**src/rtl/sft_pkg.sv**
```systemverilog
// Shared constants and the round-robin pick function for the shifter arbiter.
// Combinational helpers only; no latency or backpressure of their own.
package sft_pkg;

    localparam int D_WIDTH   = 16;
    localparam int SEL_WIDTH = 4;
    localparam int MAX_REQ   = 8;

    // One-hot grant: first set bit of valid, scanning from ptr upward, modulo n.
    function automatic logic [MAX_REQ-1:0] rr_pick(input logic [MAX_REQ-1:0] valid,
                                                    input logic [2:0]         ptr,
                                                    input logic [3:0]         n);
        logic [MAX_REQ-1:0] g;
        logic               found;
        logic [3:0]         idx;
        g     = '0;
        found = 1'b0;
        for (int k = 0; k < MAX_REQ; k++) begin
            idx = {1'b0, ptr} + 4'(k);
            if (idx >= n) idx = idx - n;
            if ((4'(k) < n) && !found && valid[idx[2:0]]) begin
                g[idx[2:0]] = 1'b1;
                found       = 1'b1;
            end
        end
        return g;
    endfunction

endpackage

```
**src/rtl/sft_l_lofin.sv**
```systemverilog
// Logical left shifter, zero fill, result truncated to D_WIDTH.
// Purely combinational, no backpressure.
module sft_l_lofin
    import sft_pkg::*;
(
    input  logic [D_WIDTH-1:0]   din,
    input  logic [SEL_WIDTH-1:0] sel,
    output logic [D_WIDTH-1:0]   dout
);

    assign dout = din << sel;

endmodule

```
**src/rtl/sft_l_arb.sv**
```systemverilog
// Round-robin arbiter sharing one left shifter among N_REQ requesters.
// Latency 1 cycle (registered result), 1 op/cycle sustained.
// Backpressure: a held, undrained result deasserts every req_ready.
module sft_l_arb
    import sft_pkg::*;
#(
    parameter int N_REQ = 4,
    parameter int ID_W  = 2
) (
    input  logic                         clk,
    input  logic                         rst_n,
    input  logic [N_REQ-1:0]             req_valid,
    output logic [N_REQ-1:0]             req_ready,
    input  logic [N_REQ*D_WIDTH-1:0]     req_data,
    input  logic [N_REQ*SEL_WIDTH-1:0]   req_sel,
    output logic                         rsp_valid,
    input  logic                         rsp_ready,
    output logic [D_WIDTH-1:0]           rsp_data,
    output logic [ID_W-1:0]              rsp_id,
    output logic                         rsp_ovf
);

    logic [ID_W-1:0]      ptr;
    logic [ID_W-1:0]      gnt_idx;
    logic [MAX_REQ-1:0]   pick;
    logic                 pick_hi_unused;
    logic [N_REQ-1:0]     grant;
    logic [D_WIDTH-1:0]   op_data;
    logic [SEL_WIDTH-1:0] op_sel;
    logic [D_WIDTH-1:0]   shf_data;
    logic                 shf_ovf;
    logic                 can_acc;
    logic                 acc;

    assign pick           = rr_pick(MAX_REQ'(req_valid), 3'(ptr), 4'(N_REQ));
    assign pick_hi_unused = |(pick >> N_REQ);
    assign grant          = pick[N_REQ-1:0];

    // The output slot is free when empty or being drained this cycle.
    assign can_acc   = ~rsp_valid | rsp_ready;
    assign req_ready = (rst_n && can_acc) ? grant : '0;
    assign acc       = |(req_valid & req_ready);

    always_comb begin
        gnt_idx = '0;
        op_data = '0;
        op_sel  = '0;
        for (int i = 0; i < N_REQ; i++) begin
            if (grant[i]) begin
                gnt_idx = ID_W'(i);
                op_data = req_data[i*D_WIDTH +: D_WIDTH];
                op_sel  = req_sel[i*SEL_WIDTH +: SEL_WIDTH];
            end
        end
    end

    sft_l_lofin u_shf (
        .din  (op_data),
        .sel  (op_sel),
        .dout (shf_data)
    );

    // Any set bit above the surviving window is lost by the shift.
    assign shf_ovf = |(op_data & ~({D_WIDTH{1'b1}} >> op_sel));

    always_ff @(posedge clk) begin
        if (!rst_n) begin
            rsp_valid <= 1'b0;
            rsp_data  <= '0;
            rsp_id    <= '0;
            rsp_ovf   <= 1'b0;
            ptr       <= '0;
        end else if (acc) begin
            rsp_valid <= 1'b1;
            rsp_data  <= shf_data;
            rsp_id    <= gnt_idx;
            rsp_ovf   <= shf_ovf;
            ptr       <= (gnt_idx == ID_W'(N_REQ-1)) ? '0 : gnt_idx + ID_W'(1);
        end else if (rsp_ready) begin
            rsp_valid <= 1'b0;
        end
    end

endmodule
```
**config.mk**
```make
export PLATFORM = sky130hd
export DESIGN_NAME = sft_l_arb
export DESIGN_NICKNAME = d
export VERILOG_FILES = /design/src/rtl/sft_pkg.sv /design/src/rtl/sft_l_lofin.sv /design/src/rtl/sft_l_arb.sv
export SDC_FILE = /design/constraint.sdc
export NUM_CORES = 1
export LEC_CHECK = 0
export ABC_CLOCK_PERIOD_IN_PS = 4800
export CORE_MARGIN = 2
export CORE_UTILIZATION = 35
export DETAILED_ROUTE_END_ITERATION = 10
export GPL_TIMING_DRIVEN = 0
export PLACE_DENSITY = 0.67
export SYNTH_ARGS = -nofsm -noshare
export SYNTH_HDL_FRONTEND = slang
export SYNTH_SLANG_ARGS = --single-unit
export TNS_END_PERCENT = 100
```
**constraint.sdc**
```tcl
create_clock -name clk -period 4.8 [get_ports clk]
set_clock_uncertainty 0.2 [all_clocks]
set_input_delay 0.96 -clock clk [delete_from_list [all_inputs] [get_ports clk]]
set_output_delay 0.96 -clock clk [all_outputs]
set_load 0.01 [all_outputs]
```
# Word-level counts from Yosys, hierarchy flattened
# Cells that the tools add are included.
# W data, S select, Z words.
# classes
add_sub_neg	8
n_lt_le_gt_ge	12
n_eq_ne	1
shift	2
n_mux	42
n_bitwise	8
reduce_logical	14
# op_table
operator	n
$mux W16	4
$mux W4	9
$and A16 B16 Y16	1
$lt A3 B4 Y1 const B	4
$not A16 Y16	1
$reduce_or A16 Y1	1
$shl A16 B4 Y16	1
$shr A16 B4 Y16 const A	1
$mux W1	14
$bmux W1 S3	4
$demux W1 S3	4
$ge A3 B1 Y1 const B	4
$mux W3	4
$or A4 B4 Y4	3
$ge A3 B3 Y1 const B	3
$sub A3 B3 Y3 const B	3
$logic_and A1 B1 Y1	8
$add A2 B2 Y3 const B	2
$mux W2	3
$and A4 B4 Y4	1
$reduce_or A4 Y1	1
$add A2 B1 Y3 const B	1
$ge A2 B3 Y1 const B	1
$logic_not A1 Y1	3
other kinds (6)	6
# word_totals
regBits	22
input_bits	87
output_inout_bits	24

# Longest topological paths before layout
# logic_depth
ltp_word	22
depth_mapped	18

# Modules after synthesis
# From an unflattened synthesis, not the netlist that was laid out.
# hier_totals
cells_unflattened	350
area_unflattened_um2	2940.3
# modules_own_cells
module	n_inst	cells_per_inst	area_per_inst_um2
sft_l_arb	1	271	2180.8
sft_l_lofin	1	79	759.5

# Worst setup path before layout
# OpenSTA, ideal clock, no wires.
# synth_timing
kind	register to register
start	reg ptr[0]
end	reg rsp_data[14]
t_arrival_ns	3.843
slack_ns	0.661
stages_incl_launch_ff	17
path_buffers	3
cell_sequence	dfxtp_1 -> buf_6 -> inv_2 -> ha_1 -> buf_2 -> nor2_1 -> or4_4 -> a2111oi_4 -> a221o_2 -> nand2_1 -> a311o_1 -> nand2_1 -> buf_2 -> mux2_2 -> mux2i_1 -> mux2i_1 -> a221oi_1
# synth_via
elab_chain_len	19
# synth_lines
item	line	rtl
start: declaration	sft_l_arb.sv:23	logic [ID_W-1:0] ptr;
start signal: assignment	sft_l_arb.sv:78	ptr <= (gnt_idx == ID_W'(N_REQ-1)) ? '0 : gnt_idx + ID_W'(1);
branches (longest 13 deep; another with $lt A3 B4 Y1)	--	
$mux W4 *	sft_pkg.sv:21	if ((4'(k) < n) && !found && valid[idx[2:0]]) begin
$mux W16 / $mux W4 (equally long branches) (4 in series)	sft_l_arb.sv:49	if (grant[i]) begin
$shl A16 B4 Y16	sft_l_lofin.sv:11	assign dout = din << sel;
end signal: assignment	sft_l_arb.sv:75	rsp_data <= shf_data;
end: declaration	sft_l_arb.sv:18	output logic [D_WIDTH-1:0] rsp_data,
# Every way passes the cells marked *. The select of a mux whose other input is x is not followed.
# A chain may end at the register's enable or synchronous reset.

# Final worst setup path
# layout_timing
start	in req_valid[1]
end	out req_ready[2]
# layout_via
elab_chain_len	13
# layout_lines
item	line	rtl
start: declaration	sft_l_arb.sv:12	input logic [N_REQ-1:0] req_valid,
$bmux W1 S3	sft_pkg.sv:21	
$mux W1 (not written as such)	sft_pkg.sv:21	
$mux W1	sft_pkg.sv:21	
$logic_not A1 Y1	sft_pkg.sv:21	
$logic_and A1 B1 Y1	sft_pkg.sv:21	
$mux W1	sft_pkg.sv:21	
$logic_not A1 Y1	sft_pkg.sv:21	
$logic_and A1 B1 Y1	sft_pkg.sv:21	
$mux W1	sft_pkg.sv:21	
$logic_not A1 Y1	sft_pkg.sv:21	
$logic_and A1 B1 Y1	sft_pkg.sv:21	
$mux W4 *	sft_pkg.sv:21	
$mux W4 *	sft_l_arb.sv:41	assign req_ready = (rst_n && can_acc) ? grant : '0;
end: declaration	sft_l_arb.sv:13	output logic [N_REQ-1:0] req_ready,
# Mark *: on every way between the ends. The rest lies on a longest branch, timed or not. The select of a mux whose other input is x is not followed.

==> results.sh <==
export IMPL_pin_count_of_the_biggest_net_entering_global_routing=12
export IMPL_use_met2_pct=42.3
export IMPL_synth_most_common_cell="sky130_fd_sc_hd__nand2_1"
export IMPL_timing_final_crit_share_pct=97.3
export IMPL_synthesis_area_per_instance_sq_um=7.95
export IMPL_initial_core_util_pct=35.8
export IMPL_num_nets_final=560
export IMPL_dominantRegCellSynth="sky130_fd_sc_hd__dfxtp_1"
export IMPL_post_synth_most_frequent_cells="sky130_fd_sc_hd__nand2_1 (35), sky130_fd_sc_hd__nor2_1 (30), sky130_fd_sc_hd__mux2i_1 (29)"
export IMPL_cts_reportedPaths_clkPinSlew_ps=70
export IMPL_final_hold_viol_count=0
export IMPL_r2r_start="ptr[0]"
export IMPL_vias=3305
export IMPL_fmax_mhz=214
export IMPL_arrival_ps=3510
export IMPL_ys_ff_latch=22
export IMPL_setup_viol_count_final=0
export IMPL_hold_path_cell_count=2
export IMPL_gp_congestion=0.919
export IMPL_antenna_found_initial=0
export IMPL_timing_reg2reg_setup_slack_ps=230
export IMPL_rsz_0062_raised_after_global_routing="false"
export IMPL_synth_area_leader_cell="sky130_fd_sc_hd__dfxtp_1"
export IMPL_die_area_sq_um=8540
export IMPL_slowest_stage="sky130_fd_sc_hd__or4_4"
export IMPL_detail_routed_via_count_per_cell=5.84
export IMPL_synth_top_cells_by_area="sky130_fd_sc_hd__dfxtp_1 (16%), sky130_fd_sc_hd__mux2i_1 (11%), sky130_fd_sc_hd__nand2_1 (4.8%)"
export IMPL_clock_sink_count=22
export IMPL_cap_violations=0
export IMPL_cp_slowest_stage_delay_ps=550
export IMPL_finalWorstPathRequiredPeriod_ps=4670
export IMPL_critical_path_cell_chain="dlygate4sd2_1, or4_4, a2111oi_4, buf_4, a22o_2, nor2_2, nor2_1, clkdlybuf4s50_1"
export IMPL_synth_cell_type_count=64
export IMPL_fp_dieW_microns=92.4
export IMPL_cts_made_buffers=3
export IMPL_hold_path_end="rsp_data[5]"
export IMPL_gr_total_overflow=0
export IMPL_tritoncts_clock_tree="done"
export IMPL_critical_path_class="in2out"
export IMPL_route_detailed_wl_per_inst_microns=18.8
export IMPL_synthCells=344
export IMPL_drt_first_iter_violations=222
export IMPL_cts_htree_levels=1
export IMPL_clockRootBuffer="sky130_fd_sc_hd__clkbuf_8"
export IMPL_worst_r2r_endpoint="rsp_data[9]"
export IMPL_max_slew_margin_pct=56.6
export IMPL_design_core_area_sq_um=7650
export IMPL_place_detailed_hpwl_mm=8.35
export IMPL_report_final_slew_viol_count=0
export IMPL_die_height_microns=92.4
export IMPL_drt_total_wl_mm=10.6
export IMPL_critical_path_peak_fanout=8
export IMPL_clock_latency_ps=260
export IMPL_drcViolationCount=0
export IMPL_met1_usage_pct=32.4
export IMPL_gr_usage_all_layers_pct=24.5
export IMPL_hold_path_class="reg2reg"
export IMPL_remaining_antenna_violation_count_after_routing=0
export IMPL_cp_required_ps=3640
export IMPL_met3_usage_pct=4.56
export IMPL_final_hold_worst_slack_ps=259
export IMPL_rr_worst_depth=17
export IMPL_n_antenna_cell=0
export IMPL_busiest_layer_in_global_routing="met2"
export IMPL_clk_path_buf_depth=2
export IMPL_worstSetupStartpointType="input port"
export IMPL_synth_warning_count=0
export IMPL_global_route_wire_length_before_repair_mm=17.0
export IMPL_layout_drive_gt1_share_pct=15.9
export IMPL_status="complete, no violations"
export IMPL_syn_area_sq_um=2740
export IMPL_timing_worst_slew_pin_value_ps=651
export IMPL_buffer_ports_inserted=110
export IMPL_synth_to_final_area_change_pct=52.4
export IMPL_synth_seq_area_share_pct=16.1
export IMPL_grt_pass1_vias=3331
export IMPL_firstDrtPassIters=5
export IMPL_top_level_ports=111
export IMPL_holdCritStartpoint="rsp_data[5]"
export IMPL_synth_enable_flop_cells=0
export IMPL_core_rowCount=32
export IMPL_postSynthNetCount=438
export IMPL_timing_critical_path_to_type="output port"
export IMPL_synth_async_sr_flop_share_pct=0
export IMPL_yosysTopAreaCellShare_pct=16.1
state kept, by name, summed over array words and instances (netlist names):
register and cells:
ptr 2, rsp_ovf 1, rsp_id 2, rsp_valid 1, rsp_data 16
worst max path at each step:
stage                 startpoint            to  slack [ps]  cells after the start
floorplan                 ptr[0]  rsp_data[14]         660                     16
global placement    req_valid[3]  rsp_data[14]        -620                     12
detailed placement  req_valid[3]  rsp_data[14]        -620                     12
CTS                 req_valid[3]  req_ready[3]          10                     10
global route        req_valid[1]  rsp_data[14]           6                     15
finish              req_valid[1]  req_ready[2]         130                      8
layout by cell type, fill, tap and decap left out, types with 10 or more instances in the layout:
master and n:
sky130_fd_sc_hd__buf_2 10, sky130_fd_sc_hd__mux2i_1 27, sky130_fd_sc_hd__a221oi_1 11, sky130_fd_sc_hd__nor2_1 29, sky130_fd_sc_hd__a21oi_1 20, sky130_fd_sc_hd__dfxtp_1 20, sky130_fd_sc_hd__clkdlybuf4s50_1 105, sky130_fd_sc_hd__nand2_1 34
sky130_fd_sc_hd__o21ai_0 20
what timing repair did:
| item | CTS | global route |
|---|---|---|
| gates cloned | 0 | 0 |
| endpoints found under the setup margin | 20 | 19 |
| buffers inserted | 1 | 6 |
| pin swaps | 1 | 4 |
| hold buffers | 0 | 0 |
| gates resized for setup | 18 | 15 |
cell type report:
type	instances	area, sq um
Multi-Input combinational cell	294	2230
Sequential cell	22	443
Inverter	4	15.0
Fill cell	744	3480
Buffer	24	163
Clock buffer	3	41.3
Timing Repair Buffer	117	1150
Tap cell	102	128
routing by layer:
layer | vias up | part of all wire (%)
li1 | 1604 | -
met1 | 1555 | 45
met2 | 133 | 46
met3 | 13 | 7.9
met4 | 0 | 1.4
met5 | - | 0
per-stage QoR:
stage	std cells	setup TNS, ps	util [%]	setup WS (ps)	area [sq um]
5_1_grt	566	0	54.5	6.25	4170
4_1_cts	560	0	53.2	9.53	4070
6_report	566	0	54.5	128	4170
3_5_place_dp	556	-8940	51.8	-625	3970
3_3_place_gp	556	-8410	51.8	-617	3970
2_1_floorplan	344	0	-	661	2740
worst max-delay path, delay by kind of cell:
family,cells,cell delay [ps]
AOI/OAI and AO/OA,2,670
buffers and inverters,3,1090
and+or+nand+nor,3,780
cells by family (layout without fill, tap and decap cells):
logic type / Yosys count / count (layout) / synth area share (%)
AO/OA/AOI/OAI: 131 / 131 / 37.2
AND/OR/NAND/NOR: 116 / 116 / 21.0
multiplexers: 40 / 40 / 16.8
buffers and inverters: 28 / 148 / 5.72
flip-flops: 22 / 22 / 16.1
adder cells (fa/ha/maj): 7 / 7 / 3.20
Power is not shown: default switching activity piles up to over one toggle a cycle in this logic, so the estimate is an artifact.
